**src/rtl/bcd_countdown.sv**
```systemverilog
// Loadable DIGITS-wide BCD down-counter with start/hold control, terminal-count pulse and optional auto-reload.
// Latency: load/tick_en sampled at edge k show in cnt right after edge k; busy/done registered; zero is combinational from cnt.
// No backpressure: inputs are strobes/levels taken every cycle; load > start > hold > tick_en.
module bcd_countdown #(
  parameter int DIGITS = 2,
  parameter int RELOAD = 0
) (
  input  logic                  clk,
  input  logic                  rstn,
  input  logic                  load,
  input  logic [4*DIGITS-1:0]   load_val,
  input  logic                  start,
  input  logic                  hold,
  input  logic                  tick_en,
  output logic [4*DIGITS-1:0]   cnt,
  output logic                  busy,
  output logic                  done,
  output logic                  zero
);

  typedef enum logic [1:0] {
    ST_IDLE = 2'd0,
    ST_RUN  = 2'd1,
    ST_HOLD = 2'd2,
    ST_DONE = 2'd3
  } state_t;

  state_t              state_q, state_d;
  logic [4*DIGITS-1:0] cnt_q, cnt_d;
  logic [4*DIGITS-1:0] rld_q, rld_d;
  logic                done_q, done_d;
  logic                busy_q, busy_d;
  logic [4*DIGITS-1:0] dec_val;
  logic [4*DIGITS-1:0] clamp_val;

  // Force every nibble into 0..9 so the counter never holds a non-BCD digit.
  function automatic logic [4*DIGITS-1:0] clamp_bcd(input logic [4*DIGITS-1:0] v);
    logic [4*DIGITS-1:0] r;
    r = '0;
    for (int i = 0; i < DIGITS; i++) begin
      r[4*i +: 4] = (v[4*i +: 4] > 4'd9) ? 4'd9 : v[4*i +: 4];
    end
    return r;
  endfunction

  // One BCD step down; the borrow ripples through every digit in one cycle.
  function automatic logic [4*DIGITS-1:0] bcd_dec(input logic [4*DIGITS-1:0] v);
    logic [4*DIGITS-1:0] r;
    logic                borrow;
    r      = v;
    borrow = 1'b1;
    for (int i = 0; i < DIGITS; i++) begin
      if (borrow) begin
        if (v[4*i +: 4] == 4'd0) begin
          r[4*i +: 4] = 4'd9;
        end else begin
          r[4*i +: 4] = v[4*i +: 4] - 4'd1;
          borrow      = 1'b0;
        end
      end
    end
    return r;
  endfunction

  // Datapath helpers shared by the next-state logic.
  always_comb begin
    dec_val   = bcd_dec(cnt_q);
    clamp_val = clamp_bcd(load_val);
  end

  // State and datapath registers.
  always_ff @(posedge clk or negedge rstn) begin
    if (!rstn) begin
      state_q <= ST_IDLE;
      cnt_q   <= '0;
      rld_q   <= '0;
      done_q  <= 1'b0;
      busy_q  <= 1'b0;
    end else begin
      state_q <= state_d;
      cnt_q   <= cnt_d;
      rld_q   <= rld_d;
      done_q  <= done_d;
      busy_q  <= busy_d;
    end
  end

  // Next-state and next-count logic in priority order load > start > hold > tick_en.
  always_comb begin
    state_d = state_q;
    cnt_d   = cnt_q;
    rld_d   = rld_q;
    done_d  = 1'b0;
    if (load) begin
      cnt_d   = clamp_val;
      rld_d   = clamp_val;
      state_d = ST_IDLE;
    end else begin
      unique case (state_q)
        ST_IDLE, ST_DONE: begin
          if (start && (cnt_q != '0)) begin
            state_d = hold ? ST_HOLD : ST_RUN;
          end
        end
        ST_RUN: begin
          if (cnt_q == '0) begin
            // Only reachable in reload mode: the zero cycle is spent reloading.
            if (rld_q == '0) begin
              state_d = ST_DONE;
            end else begin
              cnt_d   = rld_q;
              state_d = hold ? ST_HOLD : ST_RUN;
            end
          end else if (hold) begin
            state_d = ST_HOLD;
          end else if (tick_en) begin
            cnt_d = dec_val;
            if (dec_val == '0) begin
              done_d = 1'b1;
              if (RELOAD == 0) begin
                state_d = ST_DONE;
              end
            end
          end
        end
        ST_HOLD: begin
          if (!hold) begin
            state_d = ST_RUN;
          end
        end
        default: state_d = ST_IDLE;
      endcase
    end
  end

  // Outputs: busy is registered from the next state; zero decodes the count.
  always_comb begin
    busy_d = (state_d == ST_RUN) || (state_d == ST_HOLD);
    cnt    = cnt_q;
    busy   = busy_q;
    done   = done_q;
    zero   = (cnt_q == '0);
  end

endmodule

```
**config.mk**
```make
export PLATFORM = sky130hd
export DESIGN_NAME = bcd_countdown
export DESIGN_NICKNAME = d
export VERILOG_FILES = /design/src/rtl/bcd_countdown.sv
export SDC_FILE = /design/constraint.sdc
export NUM_CORES = 1
export LEC_CHECK = 0
export CELL_PAD_IN_SITES_DETAIL_PLACEMENT = 1
export CELL_PAD_IN_SITES_GLOBAL_PLACEMENT = 1
export CORE_ASPECT_RATIO = 1.1
export CORE_UTILIZATION = 41
export DETAILED_ROUTE_END_ITERATION = 8
export PLACE_DENSITY_LB_ADDON = 0.15
export SLEW_MARGIN = 10
export SYNTH_ARGS = -nofsm -noshare
export SYNTH_HDL_FRONTEND = slang
export SYNTH_SLANG_ARGS = --single-unit
```
**constraint.sdc**
```tcl
create_clock -name clk -period 4.5 [get_ports clk]
set_input_delay 0.9 -clock clk [delete_from_list [all_inputs] [get_ports clk]]
set_output_delay 0.9 -clock clk [all_outputs]
set_load 0.01 [all_outputs]
```
# [After elaboration in Yosys (flattened, before gate mapping)]
# Index checks and enable logic that the tools add are counted.
[classes] reduce_logical=13 eq_ne=7 add_sub_neg=2 magnitude_cmp=2 n_mux=28
[ops] cell="$mux 8" count=6
[ops] cell="$logic_not 8->1" count=3
[ops] cell="$mux 4" count=5
[ops] cell="$mux 2" count=9
[ops] cell="$gt 4x4->1 const B" count=2
[ops] cell="$logic_not 4->1" count=2
[ops] cell="$reduce_bool 8->1" count=1
[ops] cell="$sub 4x1->4 const B" count=2
[ops] cell="$mux 1" count=7
[ops] cell="$eq 2x2->1 const B" count=3
[ops] cell="$pmux 2 s3" count=1
[ops] cell="$eq 2x1->1 const B" count=2
[ops] cell="$reduce_and 4->1" count=1
[ops] cell="$ne 3x2->1 const B" count=1
[ops] cell="$ne 3x3->1 const B" count=1
[ops] cell="$reduce_bool 3->1" count=1
[ops] cell="$logic_not 2->1" count=1
[ops] cell="$reduce_bool 2->1" count=1
[ops] cell="$reduce_or 2->1" count=1
[ops] cell="$logic_and 1x1->1" count=1
[ops] cell="$logic_or 1x1->1" count=1
[totals] out_inout_bits=11 elab_cells=57 regBits=20

# [Longest topological paths before layout]
[depth] ltp_word=12 depth_mapped=7 ltp_nobuf=7

# [Worst setup path after synthesis]
# No wires, ideal clock.
[synth_timing] kind="reg2out" from="register cnt_q[1], in the netlist cnt[1]" to="output zero" arrival_ns=1.359 path_slack_ns=2.241 required_ns=3.600 path_stages_with_launch=4 path_cell_list="dfrtp_1 or4_1 buf_2 nor2_1"
[synth_via] elab_chain_cells=1
[synth_lines] item="start, declared" line="29" rtl="logic [4*DIGITS-1:0] cnt_q, cnt_d;"
[synth_lines] item="start signal, assigned" line="81" rtl="cnt_q <= cnt_d;"
[synth_lines] item="$logic_not 8->1" line="142" rtl="zero = (cnt_q == '0);"
[synth_lines] item="end, declared" line="18" rtl="output logic zero"
# No other way between the ends.

# [Final worst setup path]
# Same ends and word-level chain as after synthesis.

==> metrics.md <==
| Metric | Value |
|---|---|
| Status | completed |
| Setup Skew | a little over 9 ps |
| Fin crit share | about 72% |
| Core area | between 2000 and 3000 sq um |
| Post-synthesis mux area share | 5.12% |
| Setup TNS | 0 ps |
| Postcts setup bufs | 0 |
| Post-CTS Resized | 0 |
| Post-Synth Simple-Gate Area | a little under a quarter |
| Die ar. | between 3000 and 4000 sq um |
| DRC violations left | 0 |
| Skew-Pair Late Insertion Delay | a little over 300 ps |
| Worst Path Max Fanout | 9 |
| Compound-gate portion of the synthesized area | between 20% and 30% |
| Worst setup EP type | output pin |
| Largest family of logic cells by synthesized area | compound AO/OA/AOI/OAI gates |
| Power density cells | approximately 350 nW/um^2 |
| Initial antenna violation count | 0 |
| Initial Utilization | between 40% and 50% |
| Adder-Cell Fraction of Synth Area | 2.05% |
| Post-Route WL | ~3400 um |
| Die height | slightly below 60 um |
| Net Sw Power | roughly 190 uW |
| Hold Vio Cnt, Final | 0 |
| Vias | around 1100 |
| Global-route wire length before repair | just under 6000 um |
| Top_reg_cell synth | dfrtp_1 |
| Root buffer cell | clkbuf_4 |
| Synthesis-to-finish area growth | 24.1% |
| NumNets Final | 171 |
| Ant. Diodes | 0 |
| Fraction of registers with async set/reset | 100% |
| Peak VDD IR | 0.000192 V |
| Clock transition at the registers of the reported paths | around 110 ps |
| Fillers | ~340 |
| Std cell rows | 20 |
| Clk pwr share | 20.9% |
| TritonRoute pass-1 iters | 4 |
| Fraction of layout cells with a size suffix above 1 | between 6 and 7% |
| Number of DRC markers in iteration 0 | 15 |
| Slew HR | roughly 34% |
| Largest net degree at the start of global routing | 21 |
| Min Tclk post-route | 3240 ps |
| Cell taking the most area after synthesis | dfrtp_1 |
| CP arrival | between 2000 and 2500 ps |
| Post-Syn Area | around 1200 sq um |
| Mapped Cells | 130 |
| Sw Ratio | 35.6% |
| Port Buffers | 24 |
| H-tree depth | 1 |
| Setup violators final | 0 |
| Ys Warns | 0 |
| Syn_nets | between 100 and 150 |
| DRT antenna net count | 0 |
| Combinational share of power | 34.3% |
| Yosys reg bits | 20 |
| GPL Wtd Cong | about 0.82 |
| Leak pwr | 0.580 nW |
| Total gr overflow | 0 |
| CTS Sinks | 20 |
| Cts hold-fix bufs | 0 |
| Vias/cell | 6.12 |
| Slowest cell on crit path | or4_1 |
| Slew @ Worst Pin | just under 1000 ps |
| Cts bufs inserted | 3 |
| Unrepaired setup endpoints after global routing | no |
| P_int | between 300 and 400 uW |
| Critical path cell sequence | or4_1, nor2_1, clkdlybuf4s50_1 |
| Post-DP HPWL | 2530 um |
| Max_cap viols | 0 |
| Most common cell in the netlist | dfrtp_1 |
| Fmax | between 300 and 400 MHz |
| Wire per inst | approximately 18 um |
| Total track usage | 25.1% |
| Cell variety after synth | 46 |
| Syn avg cell area | around 9.4 sq um |
| Reg power frac | between 40% and 50% |
| Top cell type's share of synthesized area | around two fifths |
| Critical Path RT | between 3000 and 4000 ps |
| Multi-input logic area | between 600 and 700 sq um |
| FF/Latch Area | about 500 sq um |
| Ports | 25 |
| Register area share after synthesis | ~40% |
| Maximum root-to-sink buffer count | 2 |
| Synth top cells by count | dfrtp_1, nor2_1, inv_1, o21ai_0 |
| CTS tree | built |
| Min-delay worst type | flip-flop to flip-flop |
| Setup Crit Path Kind | flip-flop to output pin |
| Number of global-route vias before repair | roughly 1200 |
| Startpoint types | flip-flop |
| Post-synth EDFFs | 0 |
| Slowest stage delay, CP | 750 ps |
| Final core occ | 54.1% |
| Max Slew Vio Count | 0 |
| Synth top area cells | dfrtp_1, mux2i_1, o21ai_0 |
| Xor/xnor share of the synthesized area | 0% |
| Die W | between 50 and 60 um |
==> cells by family (layout without fill, tap and decap cells) <==
logic type / Yosys count / after routing
DFF: 20 / 20
muxes: 6 / 6
AOI/OAI and AO/OA: 42 / 42
adders and majority gates: 2 / 2
buffers and inverters: 13 / 37
and+or+nand+nor: 47 / 47
==> worst paths after layout <==
check                                     start              endpoint  slack (ps)  cells after the start
hold reg to reg            rld_q[5]$_DFFE_PN0P_  rld_q[5]$_DFFE_PN0P_         540                      2
hold / removal             rld_q[5]$_DFFE_PN0P_  rld_q[5]$_DFFE_PN0P_         540                      2
max in group asynchronous                  rstn    cnt[0]$_DFFE_PN0P_        2790                      1
setup reg to reg             cnt[1]$_DFFE_PN0P_    cnt[2]$_DFFE_PN0P_        2190                      5
min in group asynchronous                  rstn    cnt[4]$_DFFE_PN0P_        1110                      1
setup / recovery             cnt[1]$_DFFE_PN0P_                  zero        1260                      3
==> registers in the layout, summed over array words and instances (netlist names) <==
signal,count
busy,1
cnt,8
done,1
rld_q,8
state_q,2
==> final cells by class <==
class	instances	area share (%)
multi-input combinational	97	43.8
sequential	20	33.0
timing repair buffer	24	15.8
tap	33	2.72
clock buffer	4	2.39
inverter	9	2.23
==> through the flow <==
| stage | hold slack (ps) | instance area (sq um) | power (mW) | worst slack [ps] | std cells |
|---|---|---|---|---|---|
| detailed placement | 522 | 1480 | 0.418 | 1550 | 183 |
| global route | 584 | 1520 | 0.557 | 1140 | 187 |
| floorplan | 464 | 1220 | 0.342 | 2240 | 130 |
| finish | 540 | 1520 | 0.526 | 1260 | 187 |
| global placement | 508 | 1480 | 0.409 | 1610 | 183 |
| CTS | 546 | 1520 | 0.526 | 1250 | 187 |
==> critical path: cells and delay by family (launching register included) <==
kind	cells	cell delay [ps]
AND/OR/NAND/NOR	2	990
buffers and inverters	1	570
flip-flops	1	480
==> routing by layer <==
metal	track usage (%)	part of all wire (%)	up-vias
met5	0	0	-
met4	9.89	2.3	0
met3	3.85	3.3	10
met2	39.5	48	23
met1	34.3	47	566
li1	-	-	545
==> cells in the final DEF, fill, tap and decap left out, drive strengths merged, types with 2 or more instances in the layout <==
cell | Yosys | routed
mux2 | 2 | 2
dfrtp | 20 | 20
a211oi | 2 | 2
nand3 | 3 | 3
or4 | 3 | 3
nor2 | 10 | 10
a31oi | 5 | 5
ha | 2 | 2
o311ai | 2 | 2
o211ai | 2 | 2
nand2 | 6 | 6
nor3 | 2 | 2
nor4 | 6 | 6
o21a | 3 | 3
o21ai | 10 | 10
nand3b | 4 | 4
o31ai | 2 | 2
nand2b | 2 | 2
a21oi | 6 | 6
mux2i | 4 | 4
or3 | 5 | 5
inv | 8 | 8
clkdlybuf4s50 | 0 | 24
nor3b | 2 | 2
o21bai | 2 | 2
clkbuf | 2 | 4
==> power by group through the flow <==
stage                     clock, mW  sequential (mW)  combinational, mW
after floorplan                   0            0.234              0.108
after global placement            0            0.236              0.173
after detailed placement          0            0.239              0.180
after CTS                     0.111            0.235              0.180
after global routing          0.118            0.240              0.200
final                         0.110            0.235              0.181
No activity file was read; power rests on OpenSTA's default activity.
